$ cat config.mk
export PLATFORM = sky130hd
export DESIGN_NAME = marquee_ctrl
export DESIGN_NICKNAME = d
export VERILOG_FILES = /design/src/rtl/marquee_ctrl.sv
export SDC_FILE = /design/constraint.sdc
export NUM_CORES = 1
export LEC_CHECK = 0
export CAP_MARGIN = 20
export CORE_ASPECT_RATIO = 0.6
export CORE_MARGIN = 2
export CORE_UTILIZATION = 55
export DETAILED_ROUTE_END_ITERATION = 8
export PLACE_DENSITY = 0.81
export REMOVE_ABC_BUFFERS = 1
export SYNTH_ARGS = -nofsm -noshare
export SYNTH_HDL_FRONTEND = slang
export SYNTH_SLANG_ARGS = --single-unit
$ cat constraint.sdc
create_clock -name clk -period 2.6 [get_ports clk]
set_clock_uncertainty 0.05 [all_clocks]
set_input_delay 0.39 -clock clk [delete_from_list [all_inputs] [get_ports clk]]
set_output_delay 0.39 -clock clk [all_outputs]
set_load 0.005 [all_outputs]
$ cat src/rtl/marquee_ctrl.sv
// marquee_ctrl: button-driven controller for an external 8-bit right-shift register.
// The controller parallel-loads one of four patterns into the register, then clocks it
// once every TICK_DIV cycles. In ring mode the bit shifted in is the register's own
// bit 0, so the pattern rotates. In fill mode a toggling fill bit is shifted in
// instead, so the register fills with ones and then empties to zeros.
//
//   state | meaning
//   ------+----------------------------------------------------------
//   IDLE  | waiting for the first load request, no shifting
//   LOAD  | one-cycle parallel load of the selected pattern
//   RUN   | prescaler counting, one shift per TICK_DIV cycles
//   PAUSE | prescaler and step count frozen until the next pause press
module marquee_ctrl #(
    parameter int TICK_DIV = 50000000
) (
    input  logic       clk,
    input  logic       rst,
    input  logic       btn_load,
    input  logic       btn_pause,
    input  logic       btn_mode,
    input  logic [1:0] pat_sel,
    input  logic [7:0] q_fb,
    output logic       sh_en,
    output logic       SL,
    output logic       ser_in,
    output logic [7:0] p_data,
    output logic       mode,
    output logic [1:0] state,
    output logic [2:0] step_cnt
);

    localparam int PW = (TICK_DIV > 2) ? $clog2(TICK_DIV) : 1;
    localparam logic [PW-1:0] PRESC_LAST = PW'(TICK_DIV - 1);

    typedef enum logic [1:0] {
        IDLE  = 2'b00,
        LOAD  = 2'b01,
        RUN   = 2'b10,
        PAUSE = 2'b11
    } state_t;

    state_t        cur_state;
    state_t        next_state;
    logic          load_prev;
    logic          pause_prev;
    logic          mode_prev;
    logic          load_edge;
    logic          pause_edge;
    logic          mode_edge;
    logic          pause_take;
    logic          run_adv;
    logic          shift_tick;
    logic [PW-1:0] presc;
    logic          fill_bit;
    logic [7:0]    p_last;
    logic [7:0]    pattern;
    logic          q_fb_unused;

    // Only bit 0 of the register feedback is needed (ring mode); the rest is unused.
    assign q_fb_unused = ^q_fb[7:1];

    assign load_edge  = btn_load  & ~load_prev;
    assign pause_edge = btn_pause & ~pause_prev;
    assign mode_edge  = btn_mode  & ~mode_prev;

    // A load press beats a simultaneous pause press, which is then simply dropped.
    // A pause press taken in RUN freezes the prescaler on that very cycle, so the
    // prescaler value seen at the press is the value resumed from (and a pending
    // terminal-count shift is deferred until after the resume).
    assign pause_take = pause_edge & ~load_edge;
    assign run_adv    = (cur_state == RUN) & ~pause_take;
    assign shift_tick = run_adv & (presc == PRESC_LAST);

    assign ser_in = mode ? fill_bit : q_fb[0];
    assign state  = cur_state;

    // Pattern table selected by pat_sel.
    always_comb begin
        pattern = 8'h01;
        case (pat_sel)
            2'b00:   pattern = 8'h01;
            2'b01:   pattern = 8'h81;
            2'b10:   pattern = 8'hAA;
            default: pattern = 8'h0F;
        endcase
    end

    // Registered copies of the button levels for rising-edge detection.
    always_ff @(posedge clk or posedge rst) begin
        if (rst) begin
            load_prev  <= 1'b0;
            pause_prev <= 1'b0;
            mode_prev  <= 1'b0;
        end else begin
            load_prev  <= btn_load;
            pause_prev <= btn_pause;
            mode_prev  <= btn_mode;
        end
    end

    // FSM state register.
    always_ff @(posedge clk or posedge rst) begin
        if (rst) begin
            cur_state <= IDLE;
        end else begin
            cur_state <= next_state;
        end
    end

    // FSM next-state logic.
    always_comb begin
        next_state = cur_state;
        case (cur_state)
            IDLE: begin
                if (load_edge) next_state = LOAD;
            end
            LOAD: begin
                next_state = RUN;
            end
            RUN: begin
                if (load_edge)       next_state = LOAD;
                else if (pause_edge) next_state = PAUSE;
            end
            PAUSE: begin
                if (load_edge)       next_state = LOAD;
                else if (pause_edge) next_state = RUN;
            end
            default: next_state = IDLE;
        endcase
    end

    // FSM outputs: load strobe in LOAD, shift strobe at terminal count in RUN.
    always_comb begin
        sh_en  = 1'b0;
        SL     = 1'b0;
        p_data = p_last;
        case (cur_state)
            LOAD: begin
                sh_en  = 1'b1;
                p_data = pattern;
            end
            RUN: begin
                if (shift_tick) begin
                    sh_en = 1'b1;
                    SL    = 1'b1;
                end
            end
            default: ;
        endcase
    end

    // Shift-rate prescaler: cleared by LOAD, counts only while advancing in RUN.
    always_ff @(posedge clk or posedge rst) begin
        if (rst) begin
            presc <= '0;
        end else if (cur_state == LOAD) begin
            presc <= '0;
        end else if (run_adv) begin
            presc <= (presc == PRESC_LAST) ? '0 : presc + PW'(1);
        end
    end

    // Step counter and fill bit; the fill bit flips each time a full 8-step pass ends.
    always_ff @(posedge clk or posedge rst) begin
        if (rst) begin
            step_cnt <= 3'd0;
            fill_bit <= 1'b1;
        end else if (cur_state == LOAD) begin
            step_cnt <= 3'd0;
            fill_bit <= 1'b1;
        end else if (shift_tick) begin
            step_cnt <= step_cnt + 3'd1;
            if (step_cnt == 3'd7) fill_bit <= ~fill_bit;
        end
    end

    // Remember the last loaded pattern so p_data holds it between loads.
    always_ff @(posedge clk or posedge rst) begin
        if (rst) begin
            p_last <= 8'h00;
        end else if (cur_state == LOAD) begin
            p_last <= pattern;
        end
    end

    // Ring/fill mode toggles on any mode press, regardless of state.
    always_ff @(posedge clk or posedge rst) begin
        if (rst) begin
            mode <= 1'b0;
        end else if (mode_edge) begin
            mode <= ~mode;
        end
    end

endmodule

==> metrics.yaml, run 1 <==
synth-compound-area-share_pct: 11.4
grt_remaining_overflow: 0
worstSetupStartpoint: "state[1]$_DFFE_PP0P_"
wl_per_cell_um: 15.6
status: "completed"
worstPathArrival_ns: 2.03
whs_path_depth: 1
cts.sinks: 44
min_to: "p_last[2]$_DFF_PP0_"
synth_xor_area_share_pct: 2.48
via_per_inst: 5.76
met1_usage_pct: 35.5
clkTransAtPathRegs_ns: 0.09
synthAdderAreaFrac_pct: 5.57
start_util_pct: 58.6
cts_hold_buf: 0
top_usage_layer: "met1"
start_kind: "register"
yosysWarnings: 0
cp_max_fo: 7
rows: 18
synthesis.area_um2: 2470
grt_first_pass_wirelength_mm: 9.28
hpwl_mm: 3.89
end_kind: "primary output"
grt_max_degree: 45
cts.htree.levels: 2
grt_usage_pct: 23.3
r2r_end: "presc[20]$_DFFE_PP0P_"
vias: 2103
fmax_mhz: 404
setup_viol_count_final: 0
die_width_um: 90.5
regArea_um2: 1110
ys_types: 49
gr-usage-met3_pct: 5.83
clockBufferDepth: 2
gp_congestion: 0.835
clk_latency_ns: 0.30
antenna_found_initial: 0
worst_pin_slew_ns: 0.600
first_iter_violations: 134
synth_cells: 255
coreArea_um2: 4210
final_cell_mix: "dfrtp_1, nand2_1, buf_4"
min_period_over_period_pct: 95.2
period_minus_slack_ns: 2.47
setup-tns-final_ns: 0
area_delta_synth_final_pct: 25.6
grt_pass1_vias: 1901
io_buffers: 24
max-slew-margin-rel_pct: 59.7
p_total_mw: 2.54
rsz0062_at_grt: "no"
hold_viol_final: 0
multiInputGateArea_um2: 1350
synth_flop_cell: "dfrtp_1"
num_antenna_cells: 0
required_ns: 2.16
ys_ff_latch: 44
ant_nets: 0
syn_area_per_cell_um2: 9.69
vdd_drop_max_uv: 625
wl_mm: 5.69
drv_slew: 0
yosysSeqAreaShare_pct: 44.6
drive_above_1_share_pct: 20.3
hp-start: "p_last[2]$_DFF_PP0_"
synth_top_family_by_area: "simple AND/OR/NAND/NOR gates"
yosys.area_share.simple_pct: 27.1
p_leak_nw: 1.44
crit_type: "register to primary output"
synthArstFlopShare_pct: 100
fillers: 307
r2r_slack_ns: 0.42
r2r_cells: 8
dr.pass1.iters: 4
nets: 330
drc: 0
synth_edf_count: 0
root_buffer: "clkbuf_8"
die_area_um2: 5060
powerDensity_nw_per_um2: 819
cts_tree: "built"
num_io_pins: 32
r2r_start: "presc[0]$_DFFE_PP0P_"
die_h_um: 55.9
cts_buffers: 5
final_common_cell: "dfrtp_1"
synth_mux_area_share_pct: 5.83
max_cap_violations: 0
hold_slack_ns: 0.464
use_met2_pct: 32.7
hold_path.class: "register to register"
[synthesized netlist by cell type (2+ instances only)]
library cell,number,area share [%]
a21o_1,3,0.91
a21oi_1,18,3.6
a31oi_1,2,0.51
and2_1,2,0.51
and3_1,6,1.5
buf_2,2,0.41
clkbuf_1,5,0.76
dfrtp_1,43,44
ha_1,11,5.6
inv_1,12,1.8
mux2_2,3,1.4
mux2i_1,11,4.5
nand2_1,29,4.4
nand2b_1,2,0.51
nand3_1,18,3.6
nand3_2,2,0.81
nand3b_1,2,0.61
nand4_1,6,1.5
nand4_2,3,1.5
nor2_1,22,3.3
nor2b_1,2,0.51
nor3_1,4,0.81
nor4_4,2,1.7
o21ai_0,5,1.0
o21ai_1,7,1.4
or3_1,5,1.3
xnor2_1,2,0.71
xor2_1,5,1.8
[sequential cells by signal (all words and copies together), names as in the netlist]
register    count
presc          26
p_last          8
step_cnt        3
state           2
fill_bit        1
load_prev       1
mode            1
mode_prev       1
pause_prev      1
[per-layer routing]
metal | up-vias | part of all wire (%) | routed length [um]
met4 | 0 | 0.86 | 49
met2 | 64 | 42 | 2410
met1 | 1022 | 51 | 2880
li1 | 1010 | - | -
met3 | 7 | 6.1 | 349
met5 | - | 0 | 0
[power by group]
group / leakage (nW) / total [mW] / internal, mW / switching (mW)
Sequential: 0.561 / 0.944 / 0.820 / 0.124
Combinational: 0.833 / 1.16 / 0.553 / 0.612
Clock: 0.0412 / 0.432 / 0.188 / 0.244
[critical path, stage by stage, from the launching register on]
cell and delay [ns]:
dfrtp_2 0.46, inv_1 0.15, ha_4 0.18, buf_4 0.15
mux2_2 0.35, clkdlybuf4s50_1 0.45
[area by class of cell]
| type | instances | share of cell area, % |
|---|---|---|
| multi-input combinational | 192 | 43.6 |
| sequential | 44 | 35.7 |
| timing repair buffer | 49 | 14.1 |
| tap | 60 | 2.42 |
| clock buffer | 6 | 2.34 |
| inverter | 12 | 1.45 |
| clock inverter | 2 | 0.403 |
[through the flow]
step	cell area [um^2]	utilization, %	cells	worst slack (ns)
after detailed placement	2890	68.7	350	0.0265
final	3100	73.6	365	0.126
after CTS	3040	72.1	362	0.00564
after global routing	3100	73.6	365	0.0402
after global placement	2890	68.7	350	0.0765
after floorplan	2440	-	248	0.379
[worst max-delay path by stage]
stage,cells after the start,to,slack (ns)
CTS,6,p_data[3],0.006
finish,5,p_data[2],0.13
global placement,5,SL,0.08
detailed placement,6,sh_en,0.03
global route,5,p_data[2],0.04
floorplan,6,presc[19]$_DFFE_PP0P_,0.38
[cell families (layout without fill, tap and decap cells)]
family | after synthesis | count (layout)
AOI/OAI and AO/OA | 44 | 44
xor gates and xnor gates | 7 | 7
adders and majority gates | 11 | 11
and+or+nand+nor | 116 | 116
muxes | 14 | 14
buffers and inverters | 19 | 69
DFF | 44 | 44
[what timing repair did]
item,CTS,global route
setup buffers,4,3
endpoints found under the setup margin,2,10
resized for setup,7,15
pin swaps,2,2
Note: power is estimated with default switching activity, not from simulation.
==> run 2, diff against run 1 <==
--- a/config.mk
+++ b/config.mk
@@ -10,6 +10,7 @@
 export CORE_MARGIN = 2
 export CORE_UTILIZATION = 55
 export DETAILED_ROUTE_END_ITERATION = 8
+export GPL_TIMING_DRIVEN = 0
 export PLACE_DENSITY = 0.81
 export REMOVE_ABC_BUFFERS = 1
 export SYNTH_ARGS = -nofsm -noshare
==> run 2 against run 1 <==
  * Register-to-register slack lost 0.16 ns
  * Sequential cell count is the same
  * Critical path depth is the same
  * Maximum frequency shrank 3.1%
  * Routed wire length grew 11%
  * Largest cell class unchanged
  * Hold slack lost 0.21 ns
==> metrics.yaml, run 2 (synthesis results as in run 1) <==
final_common_cell: "dfrtp_1"
r2r_cells: 8  # unchanged
cp-endpoint: "SL"
start_kind: "register"
clock_power_share_pct: 17.1  # about the same
min_period_over_period_pct: 98.2  # +3.0 points
grt_pass1_vias: 2128  # +12%
internal-power_mw: 1.65  # +5.8%
rows: 18  # unchanged
hold_viol_final: 0  # unchanged
cts.sinks: 44  # unchanged
first_iter_violations: 125  # -6.7%
r2r_start: "state[0]$_DFFE_PP0P_"
r2r_end: "presc[15]$_DFFE_PP0P_"
cts.htree.levels: 2  # unchanged
start_util_pct: 58.6  # unchanged
grt_usage_pct: 24.6  # +1.3 points
reg_top3: "presc: 26 flops, p_last: 8 flops, step_cnt: 3 flops"
clk_latency_ns: 0.30  # about the same
switchingPower_mw: 1.06  # +8.3%
root_buffer: "clkbuf_8"
place_inst: 334  # -4.6%
powerDensity_nw_per_um2: 830  # +1.4%
max-slew-margin-rel_pct: 57.9  # -1.7 points
largest_register_ffs: 26  # unchanged
fin_cells: 374  # +2.5%
period_minus_slack_ns: 2.55  # +0.0781 ns
combPwrFrac_pct: 47.7  # +1.8 points
drive_above_1_share_pct: 26.1  # +5.8 points
worst_pin_slew_ns: 0.626  # +0.0260 ns
grt_first_pass_wirelength_mm: 9.87  # +6.4%
clkTransAtPathRegs_ns: 0.09  # about the same
r2r_slack_ns: 0.26  # -0.16 ns
hold_slack_ns: 0.255  # -0.209 ns
worstPathArrival_ns: 2.11  # +0.08 ns
pre_cts_ws_ns: -0.622  # -0.648 ns
cts_hold_buf: 0  # unchanged
fillers: 251  # -18%
p_leak_nw: 1.50  # +4.4%
wl_mm: 6.33  # +11%
crit_type: "register to primary output"
required_ns: 2.16  # about the same
via_per_inst: 5.95  # +3.3%
worstSetupStartpoint: "presc[1]$_DFFE_PP0P_"
final_cell_mix: "dfrtp_1, buf_4, nand2_1"
top_register: "presc"
whs_path_depth: 1  # unchanged
status: "completed"
end_kind: "primary output"
max_cap_violations: 0  # unchanged
drv_slew: 0  # unchanged
grt_max_degree: 32  # -29%
gp_congestion: 0.822  # -1.5%
drc: 0  # unchanged
ant_nets: 0  # unchanged
num_io_pins: 32  # unchanged
vias: 2226  # +5.8%
hold_path.class: "primary input to register"
cts_tree: "built"
setup-tns-final_ns: 0  # unchanged
die_area_um2: 5060  # unchanged
dr.pass1.iters: 5  # +1
coreArea_um2: 4210  # unchanged
sw_frac_of_total_pct: 39.1  # +0.56 points
timing.final.ws_setup_ns: 0.0475  # -0.0781 ns
io_buffers: 24  # unchanged
wl_per_cell_um: 16.9  # +8.5%
clockBufferDepth: 2  # unchanged
grt_remaining_overflow: 0  # unchanged
nets: 339  # +2.7%
power_frac_seq_pct: 35.2  # -2.0 points
vdd_drop_max_uv: 601  # -3.9%
fmax_mhz: 392  # -3.1%
area_delta_synth_final_pct: 32.2
die_width_um: 90.5  # unchanged
cts_buffers: 5  # unchanged
antenna_found_initial: 0  # unchanged
die_h_um: 55.9  # unchanged
num_antenna_cells: 0  # unchanged
cp_max_fo: 4  # -3
p_total_mw: 2.71  # +6.7%
setup_viol_count_final: 0  # unchanged
hpwl_mm: 3.63  # -6.7%
[run 2: cell count changes in the layout (fill, tap and decap cells not counted), moves of 2 or more]
cell / delta
nand4_4: +2
a21oi_1: -2
dfrtp_1: -4
nand4_2: -2
ha_2: -2
clkinvlp_4: +2
buf_4: +8
a21oi_4: +2
dfrtp_2: +4
[run 2: power groups by stage]
stage,clock (mW),sequential (mW),combinational (mW)
final,0.462,0.955,1.29
after global routing,0.491,0.973,1.41
after CTS,0.467,0.956,1.15
after detailed placement,0,0.961,0.929
after global placement,0,0.952,0.900
after floorplan,0,0.931,0.568
[run 2: cell type report]
class	count	area (um^2)	share of cell area [%]
Multi-Input combinational cell	192	1420	43.5
Sequential cell	44	1110	34.1
Timing Repair Buffer	58	510	15.6
Clock buffer	6	82.6	2.53
Tap cell	60	75.1	2.30
Inverter	12	48.8	1.49
Clock inverter	2	15.0	0.460
[run 2: stage by stage]
stage          instance area (um^2)  util [%]
6_report                       3270      77.5
5_1_grt                        3270      77.5
4_1_cts                        3110      73.8
3_5_place_dp                   2780      66.0
3_3_place_gp                   2760      65.4
2_1_floorplan                  2440         -
[run 2: worst max-delay path, stage by stage (launching register included)]
cell             delay, ns
dfrtp_1               0.40
ha_4                  0.17
nand4_4               0.15
a2111oi_4             0.37
and3_1                0.22
clkdlybuf4s50_1       0.50
[run 2: timing repair]
action | CTS | global route
pin swaps | 8 | 4
endpoints found under the setup margin | 10 | 12
setup buffers | 17 | 15
resized for setup | 22 | 15
[run 2: how the worst min path moves through the flow]
stage / startpoint / endpoint / slack, ns
global route: btn_load / load_prev$_DFF_PP0_ / 0.26
floorplan: btn_load / load_prev$_DFF_PP0_ / 0.37
global placement: p_last[2]$_DFF_PP0_ / p_last[2]$_DFF_PP0_ / 0.43
finish: btn_load / load_prev$_DFF_PP0_ / 0.26
CTS: rst / p_last[3]$_DFF_PP0_ / 0.30
detailed placement: p_last[7]$_DFF_PP0_ / p_last[7]$_DFF_PP0_ / 0.44
[run 2: per-layer routing]
metal	wire length [um]	part of all wire, %	track usage [%]	vias to the layer above
met5	0	0	0	-
met4	174	2.8	8.13	0
li1	-	-	-	1018
met2	2870	45	37.3	116
met3	560	8.9	5.83	25
met1	2720	43	35.0	1067
==> run 3, diff against run 2 <==
--- a/config.mk
+++ b/config.mk
@@ -11,7 +11,7 @@
 export CORE_UTILIZATION = 55
 export DETAILED_ROUTE_END_ITERATION = 8
 export GPL_TIMING_DRIVEN = 0
-export PLACE_DENSITY = 0.81
+export PLACE_DENSITY = 0.79
 export REMOVE_ABC_BUFFERS = 1
 export SYNTH_ARGS = -nofsm -noshare
 export SYNTH_HDL_FRONTEND = slang
==> run 3 against run 2 <==
  * Sequential power is essentially flat
  * Hold slack better by 0.051 ns
  * First-iteration DRC count grew 44%
  * Critical path depth up 1
  * Setup slack better by 0.056 ns
  * Non-clock buffer count is 16 lower
  * Cell count decreased by 4.3%
  * Clock-buffer cell count did not move
  * Routed wire length shrank 2.1%
  * Sequential share of layout area is 1.2 points higher
  * Critical endpoint is now sh_en
==> metrics.yaml, run 3 (synthesis results as in run 1) <==
cts_hold_buf: 0  # unchanged
r2r_cells: 8  # unchanged
start_util_pct: 58.6  # unchanged
first_iter_violations: 180  # +44%
wl_mm: 6.20  # -2.1%
gp_congestion: 0.879  # +6.9%
cp_max_fo: 11  # +7
p_leak_nw: 1.43  # -4.6%
cts.htree.levels: 2  # unchanged
vias: 2128  # -4.4%
io_buffers: 24  # unchanged
hpwl_mm: 3.91  # +7.7%
coreArea_um2: 4210  # unchanged
num_antenna_cells: 0  # unchanged
setup_viol_count_final: 0  # unchanged
final_cell_mix: "dfrtp_1, nand2_1, nor2_1, clkdlybuf4s50_1, nand3_1"
gr-usage-met3_pct: 5.01  # -0.81 points
clockBufferDepth: 2  # unchanged
worstSetupStartpoint: "presc[0]$_DFFE_PP0P_"
worstPathArrival_ns: 2.06  # -0.05 ns
drc: 0  # unchanged
hold_slack_ns: 0.306  # +0.0510 ns
grt_pass1_vias: 2127  # -0.047%
die_h_um: 55.9  # unchanged
status: "completed"
crit_chain: "ha_2 > nand4_4 > and4bb_2 > a21oi_4 > nor3b_1 > dlygate4sd2_1"
root_buffer: "clkbuf_8"
antenna_found_initial: 0  # unchanged
r2r_end: "presc[15]$_DFFE_PP0P_"
max-slew-margin-rel_pct: 57.6  # -0.39 points
nets: 323  # -4.7%
cts_buffers: 5  # unchanged
wl_per_cell_um: 17.3  # +2.3%
required_ns: 2.16  # about the same
final_common_cell: "dfrtp_1"
multiInputGateArea_um2: 1390  # -1.8%
start_kind: "register"
num_io_pins: 32  # unchanged
hold_viol_final: 0  # unchanged
timing.final.ws_setup_ns: 0.104  # +0.0564 ns
hold_path.class: "primary input to async pin"
rsz0062_at_grt: "no"
cts_tree: "built"
grt_usage_pct: 25.9  # +1.2 points
r2r_start: "state[0]$_DFFE_PP0P_"
max_cap_violations: 0  # unchanged
critPathSlowestCell: "dfrtp_1"
min_period_over_period_pct: 96.0  # -2.2 points
period_minus_slack_ns: 2.50  # -0.0564 ns
worst_pin_slew_ns: 0.632  # +0.00575 ns
die_width_um: 90.5  # unchanged
clk_latency_ns: 0.31  # about the same
die_area_um2: 5060  # unchanged
ant_nets: 0  # unchanged
cts.sinks: 44  # unchanged
grt_max_degree: 31  # -3.1%
grt_remaining_overflow: 0  # unchanged
area_delta_synth_final_pct: 27.2
slowest_delay_ns: 0.40  # -0.10 ns
end_kind: "primary output"
vdd_drop_max_uv: 655  # +9.0%
via_per_inst: 5.94  # -0.13%
reg_top3: "presc: 26 flops, p_last: 8 flops, step_cnt: 3 flops"
regArea_um2: 1110  # -0.34%
r2r_slack_ns: 0.42  # +0.16 ns
drv_slew: 0  # unchanged
top_usage_layer: "met2"
use_met2_pct: 41.0  # +3.7 points
powerDensity_nw_per_um2: 856  # +3.1%
fmax_mhz: 401  # +2.3%
fillers: 307  # +22%
drive_above_1_share_pct: 22.1  # -4.0 points
top_register: "presc"
rows: 18  # unchanged
dr.pass1.iters: 5  # unchanged
grt_first_pass_wirelength_mm: 10.3  # +4.3%
met1_usage_pct: 36.1  # +1.1 points
pre_cts_ws_ns: -0.649  # -0.0267 ns
largest_register_ffs: 26  # unchanged
clkTransAtPathRegs_ns: 0.09  # about the same
crit_type: "register to primary output"
[run 3: worst max-delay path: cells and delay by family, from the launching register on]
family	cells	cell delay, ns
DFF	1	0.40
AOI/OAI and AO/OA	1	0.34
buffers and inverters	1	0.28
and+or+nand+nor	3	0.49
adders and majority gates	1	0.23
[run 3: cell type report]
type	count	area share (%)
clock buffer	6	2.63
clock inverter	2	1.24
inverter	12	1.55
multi-input combinational	192	44.4
sequential	44	35.3
tap	60	2.39
timing repair buffer	42	12.5
[run 3: how the worst max path moves through the flow]
stage                                       end  slack, ns  cells past startpoint
after floorplan           presc[19]$_DFFE_PP0P_       0.38                      6
after global placement                    sh_en      -0.61                      6
after detailed placement                  sh_en      -0.65                      6
after CTS                                    SL      0.002                      6
after global routing                      sh_en       0.01                      6
final                                     sh_en       0.10                      6
[run 3: per-layer routing]
| layer | up-vias | wire, um |
|---|---|---|
| li1 | 995 | - |
| met1 | 1055 | 2800 |
| met2 | 70 | 2960 |
| met3 | 8 | 357 |
| met4 | 0 | 78 |
| met5 | - | 0 |
[run 3: power by group]
part           internal, mW  switching (mW)  total, mW
sequential            0.821           0.131      0.952
combinational         0.532           0.638       1.17
clock                 0.314           0.251      0.565
total                  1.67            1.02       2.69
[run 3: timing repair]
action,4_1_cts,5_1_grt
setup endpoints to repair,10,14
pin swaps,5,1
setup buffers,13,3
gates resized for setup,22,11
[run 3: through the flow]
step                      utilization, %  power (mW)  setup TNS [ns]  instances  area, um^2
after global routing                74.6        2.86               0        358        3140
after floorplan                        -        1.50               0        248        2440
after CTS                           73.5        2.62               0        355        3100
after global placement              65.4        1.85           -7.11        332        2760
final                               74.6        2.69               0        358        3140
after detailed placement            66.1        1.90           -3.35        334        2780
